--- config.mk ---
export PLATFORM = sky130hd
export DESIGN_NAME = shift_add_multiplier
export DESIGN_NICKNAME = d
export VERILOG_FILES = /design/src/rtl/shift_add_multiplier.sv
export SDC_FILE = /design/constraint.sdc
export NUM_CORES = 1
export LEC_CHECK = 0
export CAP_MARGIN = 20
export CORE_ASPECT_RATIO = 1.2
export CORE_MARGIN = 3
export CORE_UTILIZATION = 34
export DETAILED_ROUTE_END_ITERATION = 10
export PLACE_DENSITY = 0.53
export SLEW_MARGIN = 20
export SYNTH_ARGS = -nofsm -noshare
export SYNTH_HDL_FRONTEND = slang
export SYNTH_SLANG_ARGS = --single-unit
export TNS_END_PERCENT = 50
--- constraint.sdc ---
create_clock -name clk -period 5.8 [get_ports clk]
set_clock_uncertainty 0.05 [all_clocks]
set_input_delay 1.16 -clock clk [delete_from_list [all_inputs] [get_ports clk]]
set_output_delay 1.16 -clock clk [all_outputs]
set_load 0.01 [all_outputs]
--- src/rtl/shift_add_multiplier.sv ---
// Sequential radix-2 shift-add multiplier: product = quo * {1'b0, divisior} + rem.
// Fixed 17-edge latency from start acceptance to the done pulse.
module shift_add_multiplier (
  input  logic        clk,
  input  logic        rst,
  input  logic        start,
  input  logic [15:0] quo,
  input  logic [14:0] divisior,
  input  logic [15:0] rem,
  output logic [31:0] product,
  output logic        ovf,
  output logic        busy,
  output logic        done
);

  localparam logic [1:0] IDLE = 2'd0;
  localparam logic [1:0] RUN  = 2'd1;
  localparam logic [1:0] ADD  = 2'd2;
  localparam logic [1:0] DONE = 2'd3;

  logic [1:0]  state_q,   state_d;
  logic [15:0] mcand_q,   mcand_d;
  logic [15:0] mplier_q,  mplier_d;
  logic [15:0] rem_q,     rem_d;
  logic [16:0] acc_q,     acc_d;
  logic [4:0]  cnt_q,     cnt_d;
  logic [31:0] product_q, product_d;
  logic        ovf_q,     ovf_d;
  logic        busy_q,    busy_d;
  logic        done_q,    done_d;

  logic [16:0] sum_s;
  logic [16:0] step_s;
  logic [31:0] final_s;

  // Next-state and datapath logic for the IDLE/RUN/ADD/DONE sequence.
  always_comb begin
    state_d   = state_q;
    mcand_d   = mcand_q;
    mplier_d  = mplier_q;
    rem_d     = rem_q;
    acc_d     = acc_q;
    cnt_d     = cnt_q;
    product_d = product_q;
    ovf_d     = ovf_q;
    done_d    = 1'b0;

    // acc_q[16] is always 0 between iterations, so the 17-bit sum cannot overflow.
    sum_s   = acc_q + {1'b0, mcand_q};
    step_s  = mplier_q[0] ? sum_s : acc_q;
    final_s = {acc_q[15:0], mplier_q} + {16'd0, rem_q};

    case (state_q)
      IDLE: begin
        if (start) begin
          mcand_d  = quo;
          mplier_d = {1'b0, divisior};
          rem_d    = rem;
          acc_d    = 17'd0;
          cnt_d    = 5'd16;
          state_d  = RUN;
        end else begin
          state_d  = IDLE;
        end
      end
      RUN: begin
        acc_d    = {1'b0, step_s[16:1]};
        mplier_d = {step_s[0], mplier_q[15:1]};
        cnt_d    = cnt_q - 5'd1;
        if (cnt_q == 5'd1) begin
          state_d = ADD;
        end else begin
          state_d = RUN;
        end
      end
      ADD: begin
        product_d = final_s;
        ovf_d     = |final_s[31:16];
        done_d    = 1'b1;
        state_d   = DONE;
      end
      DONE: begin
        state_d = IDLE;
      end
      default: begin
        state_d = IDLE;
      end
    endcase

    busy_d = (state_d == RUN) || (state_d == ADD);
  end

  // State and output registers with synchronous reset.
  always_ff @(posedge clk) begin
    if (rst) begin
      state_q   <= IDLE;
      mcand_q   <= 16'd0;
      mplier_q  <= 16'd0;
      rem_q     <= 16'd0;
      acc_q     <= 17'd0;
      cnt_q     <= 5'd0;
      product_q <= 32'd0;
      ovf_q     <= 1'b0;
      busy_q    <= 1'b0;
      done_q    <= 1'b0;
    end else begin
      state_q   <= state_d;
      mcand_q   <= mcand_d;
      mplier_q  <= mplier_d;
      rem_q     <= rem_d;
      acc_q     <= acc_d;
      cnt_q     <= cnt_d;
      product_q <= product_d;
      ovf_q     <= ovf_d;
      busy_q    <= busy_d;
      done_q    <= done_d;
    end
  end

  assign product = product_q;
  assign ovf     = ovf_q;
  assign busy    = busy_q;
  assign done    = done_q;

endmodule
==> results.md, run 1 <==
- Fillcell total: 1,722
- Dpl hpwl: 11.7 mm
- Leading area contributor after synthesis: dfxtp_1
- DRC: 0
- Reg-to-reg setup timing slack: 2.05 ns
- Post-synth top area share: 35.9%
- Tcrit/Tclk final: 64.7%
- Main synth FF type: dfxtp_1
- DRT iter0 DRCs: 288
- CP Launch Type: flip-flop
- CTS root buf: clkbuf_16
- Maximum vdd drop: 0.000167 V
- Per-cell routed wire length: 15.8 um
- Avg Inst Size Synth: 7.75 um^2
- Port Buf Inserts: 84
- Initial antenna violation count: 0
- H-Tree Depth: 3
- Die footprint: 19,000 um^2
- Leakage: 0.00265 uW
- CP endpoint kind: flip-flop
- Routed WL: 16.4 mm
- First-pass GRT wire length: 26.7 mm
- Peak fanout along the critical path: 26
- Async SR Flop Fraction: 0%
- Vias: 5,454
- Largest net degree at the start of global routing: 68
- Warnings, synthesis: 0
- CORE AREA: 17,000 um^2
- Vias per cell: 5.25
- Fin area: 7250 um^2
- Final hold violation count: 0
- CTS Buf Count: 9
- Area grow syn2layout: 22.5%
- Worst hold path class: flip-flop to flip-flop
- Fmax: 0.267 GHz
- Area of the mapped netlist: 5920 um^2
- Max Root-Sink Buffers: 2
- CTS tree: done
- Placed inst area: 6890 um^2
- Final net count: 903
- Boundary Pins: 85
- Most frequent cell after synthesis: nand2_1
- RSZ-0062 raised after global routing: no
- Final ANT Viol Nets: 0
- Number of antenna diodes: 0
- Ranking of synthesized cells by area: dfxtp_1 (36%), nand2_1 (8.7%), a21oi_1 (8.5%), ha_1 (7.2%), nor2_1 (4.0%)
- Clock transition at path regs: 0.07 ns
- Share of cells above drive strength 1: 4.62%
- Post-synthesis cell count: 763
- Slew margin rel.: 27.2%
- Crit Path Class: flip-flop to flip-flop
- Critical Path AT: 3.91 ns
- Seq/Total Area, Yosys: 35.9%
- Count of final setup violators: 0
- CTS Hold Bufs: 0
- Vias in the first global route: 5,335
- GR Util All Layers: 17.4%
- Chip Height: 150 um
- Outcome: finished, final reports clean
- Req. time, crit path: 5.96 ns
- Initial core utilization: 34.8%
- Worst-skew pair later-pin latency: 0.36 ns
- Post-synthesis register bit count: 106
- Standard-cell rows: 52
- Post-synth EDFFs: 0
- DR pass1 iterations: 4
- CTS sink cnt: 106
- Post-CTS setup buffer count: 0
- Post-synth top cells: nand2_1 (137), dfxtp_1 (106), a21oi_1 (101), nor2_1 (63), clkbuf_1 (42)
- CTS resizes: 0
- Slew @ Worst Pin: 1.09 ns
- Netlist cell types: 61
- Tmin final: 3.75 ns
- Max-cap violations: 0
- Max Slew Vio Count: 0
- Power per cell area: 239 nW/um^2
- TNS Setup: 0 ns
- Die W: 126 um
- Synth Net Count: 849
- GRT overflow: 0
- GPL Wtd Cong: 0.851
[path summary, 6_finish.rpt]
| path | startpoint | endpoint | cells past startpoint |
|---|---|---|---|
| max | mplier_q[0]$_SDFFE_PP0P_ | ovf$_SDFFE_PP0P_ | 11 |
| max reg2reg | mplier_q[0]$_SDFFE_PP0P_ | ovf$_SDFFE_PP0P_ | 11 |
| min | product[7]$_SDFFE_PP0P_ | product[7]$_SDFFE_PP0P_ | 2 |
| min reg2reg | product[7]$_SDFFE_PP0P_ | product[7]$_SDFFE_PP0P_ | 2 |
[where the power goes]
group	switching [uW]	internal [uW]	leakage (uW)
clock network	288	390	0.000147
logic	142	115	0.00164
registers	36.4	761	0.000863
[cell usage in the layout, fill, tap and decap left out, types with 3 or more instances in the layout]
cell type | synthesis | final
a211oi_1 | 21 | 21
nand3_1 | 20 | 20
or2_2 | 3 | 3
a2111oi_0 | 3 | 3
mux2i_1 | 8 | 8
xor2_1 | 11 | 11
clkbuf_16 | 0 | 9
a22oi_1 | 15 | 15
a31oi_1 | 10 | 10
nand2_1 | 137 | 137
nand4_1 | 9 | 9
o21bai_1 | 3 | 3
ha_1 | 34 | 34
clkinvlp_4 | 0 | 4
o31ai_1 | 4 | 4
xnor2_1 | 27 | 27
nor3_1 | 14 | 14
o21ai_1 | 4 | 4
o211ai_1 | 3 | 3
nor4_1 | 3 | 3
nand3b_1 | 3 | 3
nand2b_1 | 7 | 7
dfxtp_1 | 106 | 106
o21ai_0 | 17 | 17
nor2_1 | 63 | 63
buf_4 | 0 | 6
and2_1 | 7 | 6
clkdlybuf4s50_1 | 0 | 83
a21oi_1 | 101 | 101
a21o_1 | 10 | 10
inv_1 | 24 | 24
o21a_1 | 8 | 8
[routing by layer]
layer	part of all wire (%)	track usage (%)	vias up
met2	49	29.2	116
li1	-	-	2784
met3	4.2	3.09	19
met1	45	22.3	2535
met5	0	0	-
met4	1.8	6.60	0
[registers in the layout, summed over array words and instances (netlist names)]
name / count
cnt_q: 5
state_q: 2
product: 32
ovf: 1
mcand_q: 16
mplier_q: 16
busy: 1
rem_q: 16
done: 1
acc_q: 16
[critical path: stages, from the launching register on]
cell	delay (ns)
dfxtp_1	1.04
ha_1	0.36
fa_1	0.25
a211oi_1	0.13
o21a_1	0.24
o311ai_1	0.37
a31o_2	0.33
nand4_1	0.18
mux2i_1	0.21
o2111ai_1	0.13
nor4_1	0.25
nor3_1	0.07
[area by class of cell]
type | count | area [um^2] | share of cell area, %
Clock buffer | 10 | 239 | 3.30
Clock inverter | 6 | 90.1 | 1.24
Inverter | 25 | 93.8 | 1.30
Multi-Input combinational cell | 585 | 3530 | 48.7
Sequential cell | 106 | 2120 | 29.3
Tap cell | 216 | 270 | 3.73
Timing Repair Buffer | 90 | 903 | 12.5
[stage by stage]
stage	util, %	setup slack (ns)	power, uW	hold WS [ns]	std cells
2_1_floorplan	-	3.06	975	0.390	763
3_3_place_gp	40.6	2.16	1070	0.393	1021
3_5_place_dp	40.6	2.08	1070	0.395	1021
4_1_cts	42.5	2.06	1760	0.406	1037
5_1_grt	42.7	1.63	1820	0.423	1038
6_report	42.7	2.05	1730	0.403	1038
[kinds of logic (layout without fill, tap and decap cells)]
logic type | Yosys count | after routing | synth area share, %
AND/OR/NAND/NOR | 281 | 281 | 21.0
AO/OA/AOI/OAI | 221 | 221 | 23.4
flip-flops | 106 | 106 | 35.9
buffers and inverters | 72 | 131 | 4.70
XOR/XNOR | 38 | 38 | 5.63
adder cells (fa/ha/maj) | 36 | 36 | 7.87
multiplexers | 9 | 9 | 1.54
Power figures use the tool's default switching activity.
==> run 2, diff against run 1 <==
--- a/config.mk
+++ b/config.mk
@@ -10,7 +10,7 @@
 export CORE_MARGIN = 3
 export CORE_UTILIZATION = 34
 export DETAILED_ROUTE_END_ITERATION = 10
-export PLACE_DENSITY = 0.53
+export PLACE_DENSITY = 0.55
 export SLEW_MARGIN = 20
 export SYNTH_ARGS = -nofsm -noshare
 export SYNTH_HDL_FRONTEND = slang
==> constraint.sdc (replaced) <==
create_clock -name clk -period 3.01 [get_ports clk]
set_clock_uncertainty 0.05 [all_clocks]
set_input_delay 0.602 -clock clk [delete_from_list [all_inputs] [get_ports clk]]
set_output_delay 0.602 -clock clk [all_outputs]
set_load 0.01 [all_outputs]
==> results.md, run 2 (synthesized netlist as in run 1, its figures left out) <==
- First-pass GRT wire length: 27.3 mm
- Boundary Pins: 85
- DRC: 0
- Clock transition at path regs: 0.08 ns
- Gr busiest metal: met2
- Max Slew Vio Count: 0
- Critical Path AT: 3.07 ns
- Final net count: 931
- Routed WL: 16.6 mm
- Peak fanout along the critical path: 7
- Final hold violation count: 0
- Req. time, crit path: 3.20 ns
- Maximum vdd drop: 0.000253 V
- Commonest non-fill, non-tap cell in the layout: nand2_1
- Worst-skew pair later-pin latency: 0.36 ns
- CTS sink cnt: 106
- Power per cell area: 431 nW/um^2
- Core Util, Final: 44.1%
- Per-cell routed wire length: 15.6 um
- Fin area: 7480 um^2
- CTS tree: done
- Worst hold path class: flip-flop to flip-flop
- GR Util All Layers: 17.5%
- Placed inst area: 7050 um^2
- Met2 Track Usage GR: 31.4%
- Standard-cell rows: 52
- Chip Height: 150 um
- Tcrit/Tclk final: 95.8%
- Largest net degree at the start of global routing: 49
- Met1 Use GR: 21.9%
- Share of cells above drive strength 1: 9.41%
- CTS Hold Bufs: 0
- TNS Setup: 0 ns
- Number of antenna diodes: 0
- Dpl ws: 0.00152 ns
- Tmin final: 2.88 ns
- Die footprint: 19,000 um^2
- Die W: 126 um
- GPL Wtd Cong: 0.907
- Fmax: 0.347 GHz
- CP endpoint kind: flip-flop
- Crit Path Class: flip-flop to flip-flop
- Vias in the first global route: 5,602
- Commonest cells after routing, fill and taps aside: nand2_1 (137), dfxtp_1 (106), a21oi_1 (101)
- Outcome: finished, final reports clean
- DR pass1 iterations: 5
- Vias: 5,587
- Max-cap violations: 0
- Slew margin rel.: 35.8%
- CP Launch Type: flip-flop
- Leakage: 0.00281 uW
- Initial antenna violation count: 0
- Vias per cell: 5.24
- Setup WS post-layout: 0.127 ns
- CTS root buf: clkbuf_16
- Initial core utilization: 34.8%
- Max reg flops: 32
- H-Tree Depth: 3
- Port Buf Inserts: 84
- Count of final setup violators: 0
- Dpl hpwl: 12.2 mm
- CORE AREA: 17,000 um^2
- Area grow syn2layout: 26.5%
- Fillcell total: 1,737
- GRT overflow: 0
- DRT iter0 DRCs: 224
- Max Root-Sink Buffers: 2
- CTS Buf Count: 9
- Grt met3 use: 2.77%
- Final ANT Viol Nets: 0
- Slew @ Worst Pin: 0.963 ns
run 2: cell type report:
| type | count | area [um^2] | area share, % |
|---|---|---|---|
| Multi-Input combinational cell | 586 | 3620 | 48.4 |
| Clock buffer | 9 | 225 | 3.01 |
| Inverter | 25 | 93.8 | 1.25 |
| Tap cell | 216 | 270 | 3.61 |
| Clock inverter | 7 | 61.3 | 0.819 |
| Sequential cell | 106 | 2120 | 28.4 |
| Timing Repair Buffer | 117 | 1090 | 14.5 |
run 2: per-layer routing:
layer | up-vias | wire, um
met1 | 2617 | 7480
li1 | 2846 | -
met5 | - | 0
met4 | 0 | 182
met2 | 115 | 8390
met3 | 9 | 570
run 2: path summary, 6_finish.rpt:
kind	to	startpoint	slack (ns)	cells after the start
hold / removal	product[15]$_SDFFE_PP0P_	product[15]$_SDFFE_PP0P_	0.41	2
setup / recovery	ovf$_SDFFE_PP0P_	rem_q[7]$_SDFFE_PP0P_	0.13	9
hold reg to reg	product[15]$_SDFFE_PP0P_	product[15]$_SDFFE_PP0P_	0.41	2
setup reg to reg	ovf$_SDFFE_PP0P_	rem_q[7]$_SDFFE_PP0P_	0.13	9
run 2: timing repair:
item | CTS | global route
pin swaps | 0 | 10
resized for setup | 1 | 19
setup endpoints to repair | 1 | 4
cloned | 0 | 1
buffers inserted | 0 | 6
run 2: metrics by stage:
step / power (uW) / instances / hold WS (ns)
after global routing: 3390 / 1066 / 0.431
after floorplan: 1880 / 763 / 0.390
after global placement: 2070 / 1043 / 0.392
after CTS: 3260 / 1059 / 0.410
final: 3230 / 1066 / 0.406
after detailed placement: 2080 / 1043 / 0.396
run 2: worst max-delay path: stages, from the launching register on:
cell	delay (ns)
dfxtp_1	0.33
ha_2	0.39
nand4_1	0.18
o31ai_4	0.34
a211oi_2	0.13
o311a_2	0.46
nor4b_2	0.32
xor2_1	0.17
nor4_2	0.31
nor3_1	0.06
run 2: power by group:
part	leakage [uW]	switching, uW	total [uW]	internal [uW]
sequential	0.000863	52.0	1520	1470
combinational	0.00181	303	544	241
clock	0.000135	584	1160	578
total	0.00281	939	3230	2290
==> run 3, diff against run 2 <==
--- a/config.mk
+++ b/config.mk
@@ -8,9 +8,10 @@
 export CAP_MARGIN = 20
 export CORE_ASPECT_RATIO = 1.2
 export CORE_MARGIN = 3
-export CORE_UTILIZATION = 34
+export CORE_UTILIZATION = 50
 export DETAILED_ROUTE_END_ITERATION = 10
-export PLACE_DENSITY = 0.55
+export PLACE_DENSITY = 0.76
+export SKIP_LAST_GASP = 1
 export SLEW_MARGIN = 20
 export SYNTH_ARGS = -nofsm -noshare
 export SYNTH_HDL_FRONTEND = slang
==> results.md, run 3 (synthesized netlist as in run 1, its figures left out) <==
- Largest net degree at the start of global routing: 103
- Slew margin rel.: 33.3%
- Die W: 105 um
- Die footprint: 13,200 um^2
- Peak fanout along the critical path: 10
- Final hold violation count: 0
- DR pass1 iterations: 5
- Count of final setup violators: 0
- Fmax: 0.342 GHz
- Critical Path Source: rem_q[2]$_SDFFE_PP0P_
- Final net count: 922
- Core Util, Final: 64.3%
- Share of cells above drive strength 1: 7.14%
- Initial antenna violation count: 0
- GR Util All Layers: 24.0%
- Commonest non-fill, non-tap cell in the layout: nand2_1
- CORE AREA: 11,300 um^2
- CTS tree: done
- Port Buf Inserts: 84
- GRT overflow: 0
- DRT iter0 DRCs: 256
- First-pass GRT wire length: 26.2 mm
- Number of antenna diodes: 0
- H-Tree Depth: 3
- Tmin final: 2.93 ns
- Reg2reg start: rem_q[2]$_SDFFE_PP0P_
- Worst-skew pair later-pin latency: 0.34 ns
- Total power: 3160 uW
- Max layer used: met4
- Hold path start: product[3]$_SDFFE_PP0P_
- CTS sink cnt: 106
- Standard-cell rows: 42
- Max-cap violations: 0
- CP Launch Type: flip-flop
- Area grow syn2layout: 22.8%
- Met3 wire length: 689 um
- Max Root-Sink Buffers: 2
- Clock transition at path regs: 0.07 ns
- Critical Path AT: 3.09 ns
- Worst hold path class: flip-flop to flip-flop
- Final ANT Viol Nets: 0
- Leakage: 0.00274 uW
- Req. time, crit path: 3.17 ns
- Max Slew Vio Count: 0
- Max reg flops: 32
- Maximum vdd drop: 0.000340 V
- Routed WL: 15.8 mm
- GPL Wtd Cong: 0.889
- Per-cell routed wire length: 15.9 um
- CTS Buf Count: 9
- Chip Height: 125 um
- Power per cell area: 435 nW/um^2
- CTS Hold Bufs: 0
- CTS root buf: clkbuf_16
- Slew @ Worst Pin: 1.00 ns
- CP endpoint kind: flip-flop
- Crit Path Class: flip-flop to flip-flop
- Outcome: finished, final reports clean
- Initial core utilization: 52.4%
- DRT met1 WL: 7.03 mm
- Commonest cells after routing, fill and taps aside: nand2_1 (137), dfxtp_1 (106), a21oi_1 (101)
- Tcrit/Tclk final: 97.2%
- DRC: 0
- Dpl hpwl: 11.7 mm
- Vias: 5,604
- Vias in the first global route: 5,487
- Vias per cell: 5.64
- Boundary Pins: 85
- Met2 Wirelength: 7.85 mm
- RSZ-0062 raised after global routing: yes
==> run 3: changes by cell type in the layout (fill, tap and decap cells not counted), sizes merged <==
cell	change
a31o	-1
buf	-8
clkbuf	+1
clkinv	+1
clkinvlp	-1
inv	-2
==> run 3: per-layer routing <==
metal | GRT usage [%] | up-vias
met5 | 0 | -
li1 | - | 2820
met1 | 29.8 | 2623
met4 | 7.34 | 0
met2 | 42.6 | 144
met3 | 3.61 | 17
==> run 3: worst max-delay path: stages (launching register included) <==
cell and delay, ns:
dfxtp_1 0.33, ha_1 0.38, o21a_2 0.17, a21oi_2 0.08
o31ai_4 0.32, a211oi_1 0.14, o311a_2 0.46, nor4_1 0.42
o22ai_1 0.17, nor4_1 0.21, nor3_1 0.07
==> run 3: per-stage QoR <==
step,worst slack (ns),hold slack [ns],TNS [ns],area (um^2),std cells
2_1_floorplan,0.271,0.390,0,5920,763
3_3_place_gp,0.139,0.392,0,6950,977
3_5_place_dp,0.0736,0.400,0,6950,977
4_1_cts,0.0300,0.410,0,7230,992
5_1_grt,-0.0913,0.424,-0.0913,7270,994
6_report,0.0842,0.407,0,7270,994
==> run 3: area by class of cell <==
| type | count | area, um^2 |
|---|---|---|
| flip-flops and latches | 106 | 2120 |
| clock buffers | 10 | 239 |
| clock inverters | 5 | 38.8 |
| well taps | 154 | 193 |
| multi-input cells | 585 | 3540 |
| inverters | 25 | 93.8 |
| repair buffers | 109 | 1040 |
| fillers | 1010 | 4030 |
==> run 3: what timing repair did <==
action,4_1_cts,5_1_grt
endpoints found under the setup margin,0,5
buffers inserted,0,2
gates resized for setup,0,7
==> run 3: worst paths after layout <==
check	to	slack, ns	depth (start not counted)
min	product[3]$_SDFFE_PP0P_	0.41	2
max	ovf$_SDFFE_PP0P_	0.08	10
min reg2reg	product[3]$_SDFFE_PP0P_	0.41	2
max reg2reg	ovf$_SDFFE_PP0P_	0.08	10
==> run 3: report_power, final <==
group          total, uW  internal (uW)  leakage, uW  switching (uW)
registers           1520           1470     0.000863            53.9
logic                530            235      0.00174             295
clock network       1110            586     0.000135             525
